--- config.mk ---
export PLATFORM = sky130hd
export DESIGN_NAME = pc_next_unit
export DESIGN_NICKNAME = d
export VERILOG_FILES = /design/src/rtl/pc_pkg.sv /design/src/rtl/pc_branch_stats.sv /design/src/rtl/pc_next_unit.sv
export SDC_FILE = /design/constraint.sdc
export NUM_CORES = 1
export LEC_CHECK = 0
export CORE_UTILIZATION = 30
export DETAILED_ROUTE_END_ITERATION = 8
export PLACE_DENSITY_LB_ADDON = 0.3
export SLEW_MARGIN = 10
export SYNTH_ARGS = -nofsm -noshare
export SYNTH_HDL_FRONTEND = slang
export SYNTH_SLANG_ARGS = --single-unit
--- constraint.sdc ---
create_clock -name clk -period 3.52 [get_ports clk]
set_input_delay 0.704 -clock clk [delete_from_list [all_inputs] [get_ports clk]]
set_output_delay 0.704 -clock clk [all_outputs]
set_load 0.1 [all_outputs]
--- src/rtl/pc_pkg.sv ---
// Shared types and constants for the program-counter stage.
package pc_pkg;

    typedef enum logic {
        PC_RUN  = 1'b0,
        PC_TRAP = 1'b1
    } pc_state_t;

    localparam logic [2:0]  F3_BEQ  = 3'b000;
    localparam logic [2:0]  F3_BNE  = 3'b001;
    localparam logic [2:0]  F3_BLT  = 3'b100;
    localparam logic [2:0]  F3_BGE  = 3'b101;

    localparam logic [63:0] PC_STEP = 64'd4;

    localparam int unsigned STAT_W  = 32;

    // Increment that sticks at all-ones instead of wrapping.
    function automatic logic [STAT_W-1:0] sat_inc(input logic [STAT_W-1:0] value);
        return (value == '1) ? value : value + STAT_W'(1);
    endfunction

endpackage

--- src/rtl/pc_branch_stats.sv ---
// Saturating retired-branch and taken-branch counters for the PC stage.
module pc_branch_stats
    import pc_pkg::*;
(
    input  logic              clk,
    input  logic              reset,
    input  logic              count_en,
    input  logic              branch,
    input  logic              taken,
    output logic [STAT_W-1:0] branch_count,
    output logic [STAT_W-1:0] taken_count
);

    logic [STAT_W-1:0] branch_q;
    logic [STAT_W-1:0] taken_q;

    always_ff @(posedge clk) begin
        if (reset) begin
            branch_q <= '0;
            taken_q  <= '0;
        end else if (count_en) begin
            if (branch) begin
                branch_q <= sat_inc(branch_q);
            end
            if (taken) begin
                taken_q <= sat_inc(taken_q);
            end
        end
    end

    assign branch_count = branch_q;
    assign taken_count  = taken_q;

endmodule

--- src/rtl/pc_next_unit.sv ---
// Program counter with branch-target selection and misaligned-target trap.
// Optional statistics counters are enabled by defining PC_BRANCH_STATS_EN.
module pc_next_unit
    import pc_pkg::*;
#(
    parameter logic [63:0] RESET_PC = 64'h0
) (
    input  logic        clk,
    input  logic        reset,
    input  logic        Stall,
    input  logic        Branch,
    input  logic [2:0]  Funct,
    input  logic        BLT,
    input  logic        BGE,
    input  logic        Zero,
    input  logic [63:0] Imm,
    output logic [63:0] PC,
    output logic [63:0] PCPlus4,
    output logic        Taken,
    output logic        Trap
`ifdef PC_BRANCH_STATS_EN
    ,
    output logic [31:0] BranchCount,
    output logic [31:0] TakenCount
`endif
);

    pc_state_t   state_q;
    pc_state_t   state_d;
    logic [63:0] pc_q;
    logic [63:0] target;
    logic        raw_taken;
    logic        misaligned;
    logic        pc_en;
    logic        running;

    assign raw_taken = Branch & (BLT | BGE
                               | ((Funct == F3_BEQ) &  Zero)
                               | ((Funct == F3_BNE) & ~Zero));

    assign target     = pc_q + (Imm << 1);
    assign PCPlus4    = pc_q + PC_STEP;
    assign misaligned = Taken & (target[1:0] != 2'b00);

    always_ff @(posedge clk) begin
        if (reset) begin
            state_q <= PC_RUN;
        end else begin
            state_q <= state_d;
        end
    end

    always_comb begin
        state_d = state_q;
        case (state_q)
            PC_RUN: begin
                if (!Stall && misaligned) begin
                    state_d = PC_TRAP;
                end
            end
            PC_TRAP: state_d = PC_TRAP;
            default: state_d = PC_RUN;
        endcase
    end

    // Trap blanks Taken so downstream logic never sees a branch while parked.
    always_comb begin
        running = (state_q == PC_RUN);
        Taken   = running & raw_taken;
        Trap    = (state_q == PC_TRAP);
        pc_en   = running & ~Stall & ~misaligned;
    end

    always_ff @(posedge clk) begin
        if (reset) begin
            pc_q <= RESET_PC;
        end else if (pc_en) begin
            pc_q <= Taken ? target : PCPlus4;
        end
    end

    assign PC = pc_q;

`ifdef PC_BRANCH_STATS_EN
    pc_branch_stats u_stats (
        .clk          (clk),
        .reset        (reset),
        .count_en     (running & ~Stall),
        .branch       (Branch),
        .taken        (Taken & ~misaligned),
        .branch_count (BranchCount),
        .taken_count  (TakenCount)
    );
`endif

endmodule

-- After elaboration in Yosys (flattened, before gate mapping)
Index checks and enable logic that the tools add are counted.
- flip-flop bits (word level): 65
- output and inout port bits: 130
- input port bits: 74
- logic and storage cells: 26
- bitwise operators: 14
- reduce and logical (&&, ||, !) cells: 4
- muxes and demuxes: 3
- eq/ne operators: 1
- add/sub/neg operators: 2
- operator list (kind ; count):
    64-bit by 3-bit adder with 64-bit output, second input constant ; 1
    64-bit adder ; 1
    64-bit two-way mux ; 1
    1-bit bitwise AND ; 7
    1-bit inverter ; 4
    3-bit by 1-bit == test with 1-bit output, second input constant ; 1
    3-bit zero test ; 1
    1-bit OR ; 3
    1-bit one-hot mux with 2 select lines ; 1
    2-bit nonzero test ; 1
    1-bit logical AND ; 1
    1-bit zero test ; 1
    1-bit two-way mux ; 1

-- Logic depth before layout (Yosys ltp)
- depth in word-level cells: 10
- depth in mapped cells: 13
- mapped depth without buffers: 13

-- Worst setup path after synthesis
No wires, ideal clock.
- path type: reg2out
- from: register pc_q[20] (netlist: PC[20])
- to: output port PCPlus4[63]
- arrival: 4485 ps
- cell stages (with the launch flop): 9
- data required time: 2816 ps
- slack: -1669 ps
- cell sequence: dfxtp_1 nand3_1 or4_4 buf_6 nor4_2 nand2_1 nor3_2 nand3_1 xnor2_1
- cells in the longest elaborated chain, start to end: 1
- ends and longest elaborated chain (what ; RTL line ; source):
    from (decl) ; pc_next_unit.sv:30 ; logic [63:0] pc_q;
    from (signal assigned) ; pc_next_unit.sv:78 ; pc_q <= Taken ? target : PCPlus4;
    64-bit by 3-bit adder with 64-bit output ; pc_next_unit.sv:42 ; assign PCPlus4 = pc_q + PC_STEP;
    to (decl) ; pc_next_unit.sv:18 ; output logic [63:0] PCPlus4,
No other way between the ends.

-- Worst setup path in the final report
- from: register pc_q[13] (netlist: PC[13])
- to: output port PCPlus4[59]
The elaborated chain is that of the path after synthesis.

==> run_results.csv <==
group,metric,value,unit
worst_setup_path,crit_buf_inv,2,
timing,fin_ws,0.0186,ns
worst_setup_path,cp_max_fo,7,
global_routing,antenna_found_initial,0,
clock_network,cts_made_buffers,9,
worst_setup_path,critical_path_class,"flop to output pin",
global_routing,track_usage,0.242,
worst_setup_path,max_stage_delay,0.64,ns
worst_setup_path,cp-start-kind,"flop",
pwr,ir_worst_vdd,173,uV
synth,ys.flop_type,"dfxtp_1",
clock_network,clock-sinks,64,
worst_hold_path,hold_class,"flop to flop",
worst_setup_path,cp_top_family,"simple AND/OR/NAND/NOR gates",
routing,routedWlPerCell,17.9,um
synth,yosysMostFrequentCell,"nand2_1",
die,fp.dieW,165,um
placement,place.port_buffers,200,
layout,drive_gt1_frac,0.345,
synth,ys_types,75,
synth,netlist_area,8000,um2
timing,holdWs,0.522,ns
routing,drc,30,
timing,finalSetupViolations,0,
synth,syn_area_per_cell,6.94,um2
clock_network,root_buffer,"clkbuf_16",
pwr,power_frac_seq,0.208,
pwr,power.density,318,nW/um2
worst_setup_path,crit_slowest_cell,"or4_4",
synth,synth_common_cells,"nand2_1, a21oi_1, nor2_1, o21ai_0, xnor2_1",
layout,antenna_cells,0,
timing,hold_viol,0,
placement,gp_congestion,0.930,
layout,areaGrowthSynthToFinish,72.5,%
synth,ys_ff_latch,64,
global_routing,grt.overflow.total,0,
placement,post-place-ws,-0.579,ns
routing,drtIter0Drc,669,
die,ioPinCount,204,
pwr,switching_share,0.491,
timing,drv_slew,0,
synth,synth_top_cell_by_area,"dfxtp_1",
die,core_area,26100,um2
timing,slew_headroom,0.338,
layout,fill_cells,2464,
worst_setup_path,worstPathRequired,2.82,ns
die,die_h,165,um
timing,clock_skew,0.00863,ns
worst_setup_path,crit_start,"PC[13]",
timing,rsz0062_at_grt,"true",
timing,period_share,0.995,
synth,synth_top_cell_area_share,0.160,
layout,seq_area,1410,um2
clock_network,htree_levels,3,
worst_setup_path,reg2reg_from,"PC[14]",
layout,final_cells,1855,
die,start_util,0.306,
pwr,switching_power,0.00215,W
timing,min_period,3.50,ns
pwr,cell_internal_pwr,0.00223,W
clock_network,ctsHoldBuffers,0,
routing,vias_per_cell,5.45,
synth,synth_edf_count,0,
synth,syn_inst,1152,
die,die_area,27300,um2
timing,fmax,0.286,GHz
job,maxCapViolCount,0,
die,placementRows,59,
worst_setup_path,crit_chain,"nand4_1 -> or4_4 -> nor4_4 -> nand2_2 -> nor3_4 -> buf_12 -> and3_4 -> xor2_4 -> buf_12",
synth,netlist_top_cells_area,"dfxtp_1, ha_1, xnor2_1, a21oi_1, o21ai_0",
global_routing,grt_max_degree,46,
clock_network,cts_tree,"done",
synth,yosysSeqAreaShare,0.160,
layout,design_area,13800,um2
clock_network,cts.path.max_buffers,2,
routing,drt_first_pass_iters,8,
routing,via_count,10100,
pwr,p_leak,6.08,nW
placement,dp.cells,1811,
pwr,total_power,0.00438,W
clock_network,clk_latency,0.34,ns
routing,ant_nets,0,
run_status,violations,"DRC",
placement,dp_hpwl,26.0,mm
routing,finalWirelength,33.2,mm
pwr,clockPowerShare,0.193,
clock_network,path_clk_slew,0.06,ns
run_status,status,"complete, but fails checks",
layout,nNetsFinal,1654,
worst_hold_path,worstHoldStart,"PC[1]",
layout,multi_input_area,7520,um2
synth,ys_warn_count,0,
placement,dpl_cell_area,12900,um2
global_routing,grt_pass1_wl,51.7,mm
timing,tightestPinTransition,0.989,ns
synth,async_flop_share,0,
worst_setup_path,cp.arrival,2.80,ns
global_routing,grt_pass1_vias,9689,
pwr,comb_power_share,0.598,
worst_setup_path,cp_common_cell,"buf_12",
worst_setup_path,cp-end-kind,"output pin",
## registers in the layout, summed over array words and instances (netlist names)
register and cells:
PC 63, Trap 1
## through the flow
step	setup TNS, ns	util
detailed placement	-9.67	0.494
floorplan	-1.15	-
finish	0	0.528
global route	-0.741	0.528
global placement	-8.89	0.494
CTS	-0.209	0.515
## layer usage
layer | track usage | up-vias | routed length, um
met1 | 0.328 | 4769 | 15200
met5 | 0 | - | 0
met3 | 0.0305 | 54 | 1670
met2 | 0.395 | 321 | 15500
met4 | 0.0798 | 0 | 831
li1 | - | 4965 | -
## layout by cell type (no fill, tap or decap), types with 10 or more instances in the layout
cell type        Yosys  final
a211oi_1            14     11
a21o_1              38     38
a21oi_1            114    104
a221oi_1            14     12
a311oi_1            10     10
a31oi_1             12     11
and3_1              25     19
buf_12               0     53
buf_4                3    269
clkdlybuf4s50_1      0     95
dfxtp_1             64     16
dfxtp_2              0     19
dfxtp_4              0     29
ha_1                63     58
inv_1               26     25
nand2_1            116    111
nand3_1             49     42
nand4_1             23     23
nor2_1             102     95
nor3_1              43     37
nor4_1              12     10
o21a_1              10     10
o21ai_0             91     80
o21ai_1              4     11
o21bai_1            15     15
o22ai_1             13     13
or3_1               10     10
xnor2_1             66     38
xnor2_2              0     16
xnor2_4              0     12
xor2_1              44     26
xor2_4               0     16
## cells by family (layout without fill, tap and decap cells)
kind of cell	after synthesis	in the layout	synth area share
flops	64	64	0.160
compound gates	380	380	0.300
other cells	1	2	0.000469
buf+inv	97	464	0.0482
mux	4	4	0.00516
fa+ha+maj	64	64	0.101
xor+xnor	110	110	0.120
simple gates	432	432	0.265
## final timing paths
kind	to	slack, ns	cells after the start
setup / recovery	PCPlus4[59]	0.02	9
hold / removal	PC[1]	0.52	1
setup reg to reg	PC[62]	0.33	15
hold reg to reg	PC[1]	0.52	1
## layout make-up
cell class | instances | area share
sequential | 64 | 0.102
clock buffer | 13 | 0.0174
timing repair buffer | 423 | 0.297
clock inverter | 2 | 0.000725
multi-input combinational | 992 | 0.545
tap | 335 | 0.0304
inverter | 26 | 0.00734
## worst reg2reg max path, delay by kind of cell (launching register included)
family | cells | cell delay, ns
buffers and inverters | 4 | 0.63
DFF | 1 | 0.34
adders and majority gates | 1 | 0.28
AOI/OAI and AO/OA | 7 | 1.35
and+or+nand+nor | 3 | 0.51
## what timing repair did
| action | 4_1_cts | 5_1_grt |
|---|---|---|
| pin swaps | 22 | 46 |
| setup endpoints to repair | 34 | 53 |
| gates resized for setup | 28 | 64 |
| setup buffers | 21 | 8 |
## power groups by stage
| stage | clock network [W] | logic, W | registers (W) |
|---|---|---|---|
| final | 0.000847 | 0.00262 | 0.000913 |
| after global placement | 0 | 0.00251 | 0.000934 |
| after floorplan | 0 | 0.00128 | 0.00130 |
| after CTS | 0.000863 | 0.00258 | 0.000911 |
| after global routing | 0.000877 | 0.00277 | 0.000927 |
| after detailed placement | 0 | 0.00252 | 0.000936 |
No activity file was read; power rests on OpenSTA's default activity.
